<file path="src/rtl/mips_multicycle_control.sv">
// mips_multicycle_control: multicycle MIPS main-control FSM with memory ready handshake.
// Define MIPS_CTRL_IMM_EN to enable the I-type ALU path (IMM_EXEC/IMM_WB).
module mips_multicycle_control (
  input  logic       clk,
  input  logic       rst,
  input  logic [5:0] opcode,
  input  logic       mem_ready,
  input  logic       zero,
  output logic       pc_write,
  output logic       pc_write_cond,
  output logic       ir_write,
  output logic       i_or_d,
  output logic       mem_read,
  output logic       mem_write,
  output logic       mem_to_reg,
  output logic       reg_write,
  output logic       reg_dst,
  output logic       alu_src_a,
  output logic [1:0] alu_src_b,
  output logic [1:0] pc_source,
  output logic [2:0] alu_op,
  output logic       f_sel,
  output logic       illegal,
  output logic [3:0] state
);
  typedef enum logic [3:0] {
    FETCH     = 4'd0,
    DECODE    = 4'd1,
    MEM_ADDR  = 4'd2,
    MEM_READ  = 4'd3,
    MEM_WB    = 4'd4,
    MEM_WRITE = 4'd5,
    EXEC      = 4'd6,
    ALU_WB    = 4'd7,
    BRANCH    = 4'd8,
`ifdef MIPS_CTRL_IMM_EN
    JUMP      = 4'd9,
    IMM_EXEC  = 4'd10,
    IMM_WB    = 4'd11
`else
    JUMP      = 4'd9
`endif
  } state_t;
  state_t cur, nxt;
  logic ill_set;
  logic unused_zero;
  assign unused_zero = zero;
  assign state = cur;
  always_ff @(posedge clk or posedge rst)
    if (rst) begin
      cur     <= FETCH;
      illegal <= 1'b0;
    end else begin
      cur     <= nxt;
      illegal <= illegal | ill_set;
    end
  // Outputs are forced to reset values while rst is high so no enable glitches.
  always_comb begin
    nxt           = FETCH;
    ill_set       = 1'b0;
    pc_write      = 1'b0;
    pc_write_cond = 1'b0;
    ir_write      = 1'b0;
    i_or_d        = 1'b0;
    mem_read      = 1'b0;
    mem_write     = 1'b0;
    mem_to_reg    = 1'b0;
    reg_write     = 1'b0;
    reg_dst       = 1'b0;
    alu_src_a     = 1'b0;
    alu_src_b     = 2'b00;
    pc_source     = 2'b00;
    alu_op        = 3'b001;
    f_sel         = 1'b0;
    if (!rst)
      case (cur)
        FETCH: begin
          mem_read  = 1'b1;
          alu_src_b = 2'b01;
          ir_write  = mem_ready;
          pc_write  = mem_ready;
          nxt       = mem_ready ? DECODE : FETCH;
        end
        DECODE: begin
          alu_src_b = 2'b11;
          case (opcode)
            6'b100011, 6'b101011: nxt = MEM_ADDR;
            6'b000000:            nxt = EXEC;
            6'b000100:            nxt = BRANCH;
            6'b000010:            nxt = JUMP;
`ifdef MIPS_CTRL_IMM_EN
            6'b001000, 6'b001100, 6'b001101, 6'b001010: nxt = IMM_EXEC;
`endif
            default:              ill_set = 1'b1;
          endcase
        end
        MEM_ADDR: begin
          alu_src_a = 1'b1;
          alu_src_b = 2'b10;
          nxt       = opcode == 6'b101011 ? MEM_WRITE : MEM_READ;
        end
        MEM_READ: begin
          mem_read = 1'b1;
          i_or_d   = 1'b1;
          nxt      = mem_ready ? MEM_WB : MEM_READ;
        end
        MEM_WB: begin
          reg_write  = 1'b1;
          mem_to_reg = 1'b1;
        end
        MEM_WRITE: begin
          i_or_d    = 1'b1;
          mem_write = 1'b1;
          nxt       = mem_ready ? FETCH : MEM_WRITE;
        end
        EXEC: begin
          alu_src_a = 1'b1;
          alu_op    = 3'b100;
          nxt       = ALU_WB;
        end
        ALU_WB: begin
          reg_write = 1'b1;
          reg_dst   = 1'b1;
        end
        BRANCH: begin
          alu_src_a     = 1'b1;
          alu_op        = 3'b010;
          pc_write_cond = 1'b1;
          pc_source     = 2'b01;
        end
        JUMP: begin
          pc_write  = 1'b1;
          pc_source = 2'b10;
        end
`ifdef MIPS_CTRL_IMM_EN
        IMM_EXEC: begin
          alu_src_a = 1'b1;
          alu_src_b = 2'b10;
          alu_op    = 3'b100;
          f_sel     = 1'b1;
          nxt       = IMM_WB;
        end
        IMM_WB: reg_write = 1'b1;
`endif
        default: nxt = FETCH;
      endcase
  end
endmodule
</file>
<file path="config.mk">
export PLATFORM = sky130hd
export DESIGN_NAME = mips_multicycle_control
export DESIGN_NICKNAME = d
export VERILOG_FILES = /design/src/rtl/mips_multicycle_control.sv
export SDC_FILE = /design/constraint.sdc
export NUM_CORES = 1
export LEC_CHECK = 0
export BUFFER_PORTS_ARGS = -buffer_cell sky130_fd_sc_hd__buf_2
export CAP_MARGIN = 30
export CORE_MARGIN = 5
export CORE_UTILIZATION = 40
export CTS_CLUSTER_DIAMETER = 150
export DETAILED_ROUTE_END_ITERATION = 7
export PLACE_DENSITY = 0.75
export SYNTH_ARGS = -nofsm -noshare
export SYNTH_HDL_FRONTEND = slang
export SYNTH_SLANG_ARGS = --single-unit
</file>
<file path="constraint.sdc">
create_clock -name clk -period 1.89 [get_ports clk]
set_input_delay 0.378 -clock clk [delete_from_list [all_inputs] [get_ports clk]]
set_output_delay 0.378 -clock clk [all_outputs]
set_load 0.01 [all_outputs]
</file>
==> results by group, run 1 <==
Power
  • Peak supply drop: 0.448 mV
  • Total power: 0.000341 W
  • Ratio of total power to cell area: 431 nW/um^2
  • Static leakage: 0.407 nW

Synthesis
  • Ys async rst share: 1.00
  • Adder and majority cell fraction of the synthesized area: 0
  • Top_reg_cell synth: dfrtp_1
  • Count of state elements after synthesis: 5
  • Yosys cell types: 31
  • Post-synthesis compound-gate area fraction: 0.130
  • Fraction of the mapped netlist area in simple logic gates: 0.457
  • Cell area after synthesis: 548 um^2
  • Nets in the synthesized netlist: 85
  • Post-synthesis sequential area ratio: 0.228
  • Mean cell area of the mapped netlist: 7.31 um^2
  • Xor and xnor fraction of the mapped netlist area: 0.0479
  • Mux cell area share after synthesis: 0.0205
  • Number of flops mapped to enable cells by yosys: 0
  • Main combinational cell family by area after synthesis: simple AND/OR/NAND/NOR gates
  • Post-synthesis cell count: 75
  • Synth warnings: 0

Detailed routing
  • Final wirelength: 1570 um
  • DR pass1 iterations: 4
  • Via-per-instance ratio: 5.25
  • Total number of vias: 661
  • Post-DRT Antenna Nets: 0
  • Remaining DRCs: 0
  • Drt wl/cell: 12.5 um
  • Starting DRC count in detailed routing: 22

Clock tree
  • Insertion delay of the later-clocked pin in the worst-skew pair: 230 ps
  • CTS H-tree depth: 1
  • CTS Root Cell: clkbuf_4
  • Clock slew seen by the registers of the worst setup and hold paths: 40 ps
  • TritonCTS buffer count: 3
  • Clock tree buffer depth: 2
  • Clock tree from TritonCTS: built
  • Cts-stage hold buffer count: 0
  • Number of clock sinks: 5

STA
  • Count of pins over their slew limit: 0
  • Final setup violation count: 0
  • Highest Clock Rate: 0.539 GHz
  • Total negative setup slack: 0 ps
  • Worst clock skew: 2.58 ps
  • Hold Fails Final Rpt: 0
  • RSZ-0062 raised after global routing: yes
  • Share of the clock period used by the worst path: 0.982
  • Minimum clock period after layout: 1860 ps

Worst setup path
  • Critical path, cell by cell: or3_4 -> nor4b_4 -> or2_1 -> buf_2
  • Critical path's slowest cell: or3_4
  • Nature of the critical path endpoint: primary output
  • R2R setup slack: 370 ps
  • Type of the worst setup path: reg -> out
  • Start of the worst register-to-register path: state[0]
  • Number of cells traversed by the worst register-to-register path: 4
  • Largest driver fanout on the critical path: 2
  • Critical Path Source Type: flip-flop
  • Delay of the slowest cell on the worst path: 400 ps
  • Reg-to-reg critical path endpoint: state[2]
  • WP data required: 1510 ps
  • Data arrival time of the critical path: 1480 ps

Floorplanning
  • Die Wd: 47.0 um
  • Die span in y: 47.0 um
  • Number of ports placed on the die boundary: 33
  • Die ar.: 2210 um^2
  • Placeable core region: 1300 um^2
  • Initial Utilization: 0.421
  • Number of rows created at floorplan: 13

Global routing
  • GRT Overall Usage: 0.149
  • Remaining global-route overflow: 0
  • Vias in the first global route: 583
  • Initial antenna violation count: 0
  • Maximum number of pins on one net before global-route repair: 15
  • First-pass GRT wire length: 2390 um

Place
  • DPL Wire Length: 1260 um
  • Cell area after placement: 721 um^2
  • Routability congestion estimate: 0.797
  • Number of buffers added on ports: 30

Finish
  • Area delta synth->final: 44.3%
  • Antenna cell count: 0
  • Fill cell count: 137
  • Final nets: 122
  • Combined area of the multi-input logic cells: 390 um^2
  • Most used cells in the layout excluding fill and tap cells: buf_2, nor2_1, buf_4
  • Most common cell after layout, fill and taps aside: buf_2
  • Fraction of layout instances using a drive strength above 1: 0.477
  • Cell area after layout: 791 um^2
  • Flip-flop and latch area: 126 um^2

Job
  • Max cap viols: 0

Worst hold path
  • Hold Path Class: in -> async

Run status
  • Run status: completed
## kinds of logic (layout without fill, tap and decap cells)
logic type | after synthesis | count (layout)
AOI/OAI and AO/OA | 10 | 10
xor gates and xnor gates | 3 | 3
buffers and inverters | 10 | 46
DFF | 5 | 5
muxes | 1 | 1
other | 1 | 1
and+or+nand+nor | 45 | 45
## layer usage
metal	global-route usage	wire length, um
met5	0	0
met3	0.0498	192
met4	0.0166	0
met1	0.182	644
met2	0.260	734
## where the power goes
| group | switching (W) | internal (W) |
|---|---|---|
| sequential | 0.00000661 | 0.000111 |
| clock | 0.0000390 | 0.0000795 |
| combinational | 0.0000578 | 0.0000467 |
| total | 0.000103 | 0.000237 |
## what timing repair did
action	4_1_cts	5_1_grt
pin swaps	1	0
cloned	0	0
gates resized for setup	2	6
hold endpoints to repair	0	0
setup endpoints to repair	1	7
setup buffers	0	2
## synth_stat cells (2+ instances only)
cell type | number | area share
dfrtp_1 | 5 | 0.23
a21oi_1 | 3 | 0.027
buf_2 | 3 | 0.027
inv_1 | 3 | 0.021
buf_4 | 3 | 0.041
nand2_1 | 7 | 0.048
or3_1 | 3 | 0.034
nand3_1 | 2 | 0.018
xnor2_1 | 2 | 0.032
and3_1 | 2 | 0.023
nor2_1 | 13 | 0.089
nor3_1 | 8 | 0.073
nor3b_1 | 3 | 0.041
## worst max-delay path by stage
stage | slack (ps) | from | end
after floorplan | 20 | state[3] | pc_write
after global placement | 140 | rst | pc_write
after detailed placement | 110 | rst | pc_write
after CTS | 9 | state[3] | alu_op[0]
after global routing | -50 | state[3] | pc_write
final | 30 | state[3] | pc_write
## sequential cells by signal, indices dropped and copies added (netlist names)
register and count:
illegal 1, state 4
## stage by stage
stage                     std cells  setup WS [ps]  utilization  hold WS, ps
final                           126           34.4        0.608          164
after global routing            126          -50.0        0.608          165
after CTS                       124           8.91        0.580          144
after detailed placement        120            110        0.554          396
after global placement          120            139        0.554          387
after floorplan                  75           16.2            -          165
## area by class of cell
type / count / area share
inverters: 3 / 0.0142
multi-input cells: 60 / 0.494
clock buffers: 4 / 0.0332
flip-flops and latches: 5 / 0.160
well taps: 15 / 0.0237
repair buffers: 39 / 0.275
## critical path: cells and delay by family (launching register included)
| kind | cells | cell delay [ps] |
|---|---|---|
| DFF | 1 | 370 |
| and+or+nand+nor | 3 | 750 |
| buffers and inverters | 1 | 120 |
No activity file was read; power rests on OpenSTA's default activity.
==> run 2: changes to the inputs <==
Settings changed: RECOVER_POWER set to 100.
==> results by group, run 2 (same netlist as run 1, synthesis figures left out) <==
Finish
  • Combined area of the multi-input logic cells: 390 um^2 (unchanged)
  • Antenna cell count: 0 (unchanged)
  • Final nets: 122 (unchanged)
  • Fill cell count: 140 (+2.2%)
  • Flip-flop and latch area: 125 um^2 (-0.99%)
  • Final core occ: 0.602 (-0.00577)
  • Most used cells in the layout excluding fill and tap cells: buf_2, nor2_1, buf_4
  • Fraction of layout instances using a drive strength above 1: 0.441 (-0.0360)
  • Most common cell after layout, fill and taps aside: buf_2
  • Area delta synth->final: 42.9%
  • Number of flip-flops under the largest register name: 4 (unchanged)

STA
  • Count of pins over their slew limit: 0 (unchanged)
  • Total negative setup slack: 0 ps (unchanged)
  • RSZ-0062 raised after global routing: yes
  • Share of the clock period used by the worst path: 0.981 (about the same)
  • Worst clock skew: 2.59 ps (+0.00250 ps)
  • Final setup violation count: 0 (unchanged)
  • Minimum clock period after layout: 1850 ps (-0.816 ps)
  • Hold Fails Final Rpt: 0 (unchanged)
  • Highest Clock Rate: 0.539 GHz (about the same)

Worst setup path
  • Data arrival time of the critical path: 1480 ps (about the same)
  • Nature of the critical path endpoint: primary output
  • Critical Path Source Type: flip-flop
  • Type of the worst setup path: reg -> out
  • Delay of the slowest cell on the worst path: 400 ps (about the same)
  • Critical path, cell by cell: or3_4 -> nor4b_4 -> or2_1 -> buf_2
  • Critical path's slowest cell: or3_4
  • Largest driver fanout on the critical path: 2 (unchanged)
  • WP data required: 1510 ps (about the same)

Global routing
  • Remaining global-route overflow: 0 (unchanged)
  • First-pass GRT wire length: 2390 um (unchanged)
  • Maximum number of pins on one net before global-route repair: 15 (unchanged)
  • Initial antenna violation count: 0 (unchanged)
  • GRT Overall Usage: 0.149 (unchanged)
  • Vias in the first global route: 583 (unchanged)

Detailed routing
  • Drt wl/cell: 12.5 um (about the same)
  • Remaining DRCs: 0 (unchanged)
  • Final wirelength: 1570 um (about the same)
  • DR pass1 iterations: 4 (unchanged)
  • Via-per-instance ratio: 5.24 (-0.15%)
  • Total number of vias: 660 (-0.15%)
  • Post-DRT Antenna Nets: 0 (unchanged)
  • Starting DRC count in detailed routing: 22 (unchanged)

Clock tree
  • CTS Root Cell: clkbuf_4
  • Cts-stage hold buffer count: 0 (unchanged)
  • Clock tree from TritonCTS: built
  • CTS H-tree depth: 1 (unchanged)
  • Insertion delay of the later-clocked pin in the worst-skew pair: 230 ps (about the same)
  • Clock slew seen by the registers of the worst setup and hold paths: 40 ps (about the same)
  • TritonCTS buffer count: 3 (unchanged)
  • Clock tree buffer depth: 2 (unchanged)
  • Number of clock sinks: 5 (unchanged)

Worst hold path
  • Hold Path Class: in -> async

Floorplanning
  • Die span in y: 47.0 um (unchanged)
  • Number of rows created at floorplan: 13 (unchanged)
  • Die Wd: 47.0 um (unchanged)
  • Die ar.: 2210 um^2 (unchanged)
  • Number of ports placed on the die boundary: 33 (unchanged)
  • Placeable core region: 1300 um^2 (unchanged)
  • Initial Utilization: 0.421 (unchanged)

Power
  • Ratio of total power to cell area: 433 nW/um^2 (+0.54%)
  • Peak supply drop: 0.448 mV (about the same)
  • Total power: 0.000339 W (-0.42%)
  • Static leakage: 0.401 nW (-1.4%)

Job
  • Max cap viols: 0 (unchanged)

Place
  • Routability congestion estimate: 0.797 (unchanged)
  • DPL Wire Length: 1260 um (unchanged)
  • Number of buffers added on ports: 30 (unchanged)

Run status
  • Run status: completed
## run 2: changes by cell type in the layout (fill, tap and decap cells not counted), sizes merged
cell | before | now
buf | 39 | 36
clkbuf | 4 | 7
## run 2: layer usage
metal	GRT usage	vias to the layer above	wire (um)
met2	0.260	39	734
met5	0	-	0
met1	0.182	290	647
met3	0.0498	0	187
li1	-	331	-
met4	0.0166	0	0
## run 2: worst paths after layout
check	slack, ps	cells past startpoint	start	end
worst min-delay path	200	3	rst	state[1]
worst min register to register	470	1	illegal	illegal
max in group asynchronous	1480	3	rst	illegal
worst max-delay path	40	4	state[3]	pc_write
min in group clk	420	3	opcode[4]	state[3]
worst max register to register	360	5	state[1]	state[2]
## run 2: per-stage QoR
stage          area [um^2]  setup slack [ps]  cells  hold slack [ps]
2_1_floorplan          548              16.2     75              165
3_3_place_gp           721               139    120              387
3_5_place_dp           721               110    120              396
4_1_cts                754              8.91    124              144
5_1_grt                783             -50.0    126              228
6_report               783              35.3    126              205
## run 2: area by class of cell
class / count / area share
multi-input combinational: 60 / 0.498
timing repair buffer: 39 / 0.270
sequential: 5 / 0.160
clock buffer: 4 / 0.0335
tap: 15 / 0.0240
inverter: 3 / 0.0144
## run 2: worst max-delay path, delay by kind of cell, from the launching register on
family | cells | cell delay, ps
buffers and inverters | 1 | 120
flip-flops | 1 | 370
AND/OR/NAND/NOR | 3 | 750
## run 2: report_power, final
group          switching [W]  internal (W)  leakage, nW  total (W)
logic              0.0000578     0.0000453        0.323   0.000103
clock network      0.0000390     0.0000795       0.0150   0.000118
registers         0.00000662      0.000111       0.0636   0.000118
## run 2: timing repair
item | in CTS | in global routing
setup endpoints to repair | 1 | 7
resized for setup | 2 | 6
pin swaps | 1 | 0
setup buffers | 0 | 2
==> run 3: changes to the inputs <==
Settings changed: CORE_MARGIN 5 to unset, GPL_TIMING_DRIVEN set to 0.
==> results by group, run 3 (same netlist as run 1, synthesis figures left out) <==
Place
  • Setup slack at placement: -12.2 ps (-122 ps)
  • Routability congestion estimate: 0.849 (+6.5%)
  • DPL Wire Length: 1160 um (-7.3%)
  • Cell area after placement: 716 um^2 (-0.69%)
  • Number of buffers added on ports: 30 (unchanged)

Clock tree
  • Clock slew seen by the registers of the worst setup and hold paths: 40 ps (about the same)
  • Clock tree buffer depth: 2 (unchanged)
  • Cts-stage hold buffer count: 0 (unchanged)
  • CTS H-tree depth: 1 (unchanged)
  • Clock tree from TritonCTS: built
  • Number of clock sinks: 5 (unchanged)
  • CTS Root Cell: clkbuf_4
  • TritonCTS buffer count: 3 (unchanged)
  • Insertion delay of the later-clocked pin in the worst-skew pair: 240 ps (about the same)

Power
  • Ratio of total power to cell area: 441 nW/um^2 (+1.8%)
  • Total power: 0.000339 W (about the same)
  • Peak supply drop: 0.391 mV (-13%)
  • Static leakage: 0.391 nW (-2.6%)

Finish
  • Area delta synth->final: 40.4%
  • Cell area after layout: 769 um^2 (-1.8%)
  • Final core occ: 0.649 (+0.0468)
  • Most used cells in the layout excluding fill and tap cells: buf_2, nor2_1, buf_4
  • Number of flip-flops under the largest register name: 4 (unchanged)
  • Combined area of the multi-input logic cells: 374 um^2 (-4.2%)
  • Most common cell after layout, fill and taps aside: buf_2
  • Final nets: 123 (+0.82%)
  • Flip-flop and latch area: 126 um^2 (+1.0%)
  • Antenna cell count: 0 (unchanged)
  • Fraction of layout instances using a drive strength above 1: 0.402 (-0.0397)
  • Fill cell count: 124 (-11%)

STA
  • Final critical-path setup slack: -48.3 ps (-83.5 ps)
  • Share of the clock period used by the worst path: 1.03 (+0.0442)
  • Worst clock skew: 1.21 ps (-1.38 ps)
  • RSZ-0062 raised after global routing: yes
  • Highest Clock Rate: 0.516 GHz (-4.3%)
  • Count of pins over their slew limit: 0 (unchanged)
  • Final setup violation count: 1 (+1)
  • Minimum clock period after layout: 1940 ps (+83.5 ps)
  • Hold Fails Final Rpt: 0 (unchanged)

Detailed routing
  • Via-per-instance ratio: 5.52 (+5.3%)
  • Remaining DRCs: 0 (unchanged)
  • Total number of vias: 695 (+5.3%)
  • Drt wl/cell: 12.9 um (+3.3%)
  • Starting DRC count in detailed routing: 24 (+9.1%)
  • Post-DRT Antenna Nets: 0 (unchanged)
  • Final wirelength: 1620 um (+3.3%)
  • DR pass1 iterations: 4 (unchanged)

Global routing
  • First-pass GRT wire length: 2460 um (+2.9%)
  • Maximum number of pins on one net before global-route repair: 11 (-4)
  • Vias in the first global route: 576 (-1.2%)
  • Remaining global-route overflow: 0 (unchanged)
  • GRT Overall Usage: 0.239 (+0.0907)
  • Initial antenna violation count: 0 (unchanged)

Worst setup path
  • Delay of the slowest cell on the worst path: 400 ps (about the same)
  • Critical path, cell by cell: or3_4 -> nor4b_4 -> or2_1 -> buf_2
  • Largest driver fanout on the critical path: 2 (unchanged)
  • WP data required: 1510 ps (about the same)
  • Worst path buffer plus inverter count: 1 (unchanged)
  • R2R setup slack: 230 ps (-130 ps)
  • Data arrival time of the critical path: 1560 ps (+80 ps)
  • Nature of the critical path endpoint: primary output
  • Critical path's slowest cell: dfrtp_2
  • Type of the worst setup path: reg -> out
  • Reg-to-reg critical path endpoint: state[2]
  • Number of cells traversed by the worst register-to-register path: 4 (-1)
  • Critical Path Source Type: flip-flop
  • Start of the worst register-to-register path: state[1]
  • Top cell family by delay on the critical path: simple AND/OR/NAND/NOR gates

Floorplanning
  • Number of ports placed on the die boundary: 33 (unchanged)
  • Die ar.: 1520 um^2 (-31%)
  • Die span in y: 39.0 um (-17%)
  • Initial Utilization: 0.462 (+0.0409)
  • Die Wd: 39.0 um (-17%)
  • Placeable core region: 1190 um^2 (-8.8%)
  • Number of rows created at floorplan: 12 (-1)

Worst hold path
  • Hold Path Class: in -> async

Run status
  • Run status: finished, violations left
  • Failing checks: setup timing

Job
  • Max cap viols: 0 (unchanged)
run 3: cell count changes in the layout (fill, tap and decap cells not counted), sizes merged:
cell and delta:
buf -5, clkbuf +6
run 3: layout make-up:
cell class,count,area share
Multi-Input combinational cell,60,0.486
Timing Repair Buffer,34,0.226
Sequential cell,5,0.164
Buffer,6,0.0520
Clock buffer,4,0.0341
Tap cell,14,0.0228
Inverter,3,0.0146
run 3: through the flow:
stage,TNS (ps),hold WS (ps),cells
after detailed placement,-12.2,330,119
final,-48.3,79.3,126
after CTS,-114,70.6,126
after global placement,0,322,119
after global routing,-421,87.9,126
after floorplan,0,165,75
run 3: how the worst max path moves through the flow:
stage	slack, ps	cells past startpoint	end	startpoint
floorplan	20	4	pc_write	state[3]
global placement	8	5	pc_write	state[3]
detailed placement	-10	5	pc_write	state[3]
CTS	-100	5	pc_write	state[2]
global route	-100	4	pc_write	state[3]
finish	-50	4	pc_write	state[3]
run 3: routing by layer:
layer / share of wire / global-route usage / vias up
li1: - / - / 330
met1: 0.41 / 0.314 / 321
met2: 0.50 / 0.396 / 40
met3: 0.072 / 0 / 4
met4: 0.022 / 0.129 / 0
met5: 0 / 0 / -
run 3: repair_timing:
| action | 4_1_cts | 5_1_grt |
|---|---|---|
| pin swaps | 3 | 3 |
| setup endpoints to repair | 7 | 12 |
| gates resized for setup | 4 | 4 |
| setup buffers | 3 | 1 |
run 3: report_power, final:
group	internal, W	total, W	switching, W
clock network	0.0000795	0.000119	0.0000394
registers	0.000111	0.000114	0.00000331
logic	0.0000444	0.000106	0.0000617
total	0.000235	0.000339	0.000104
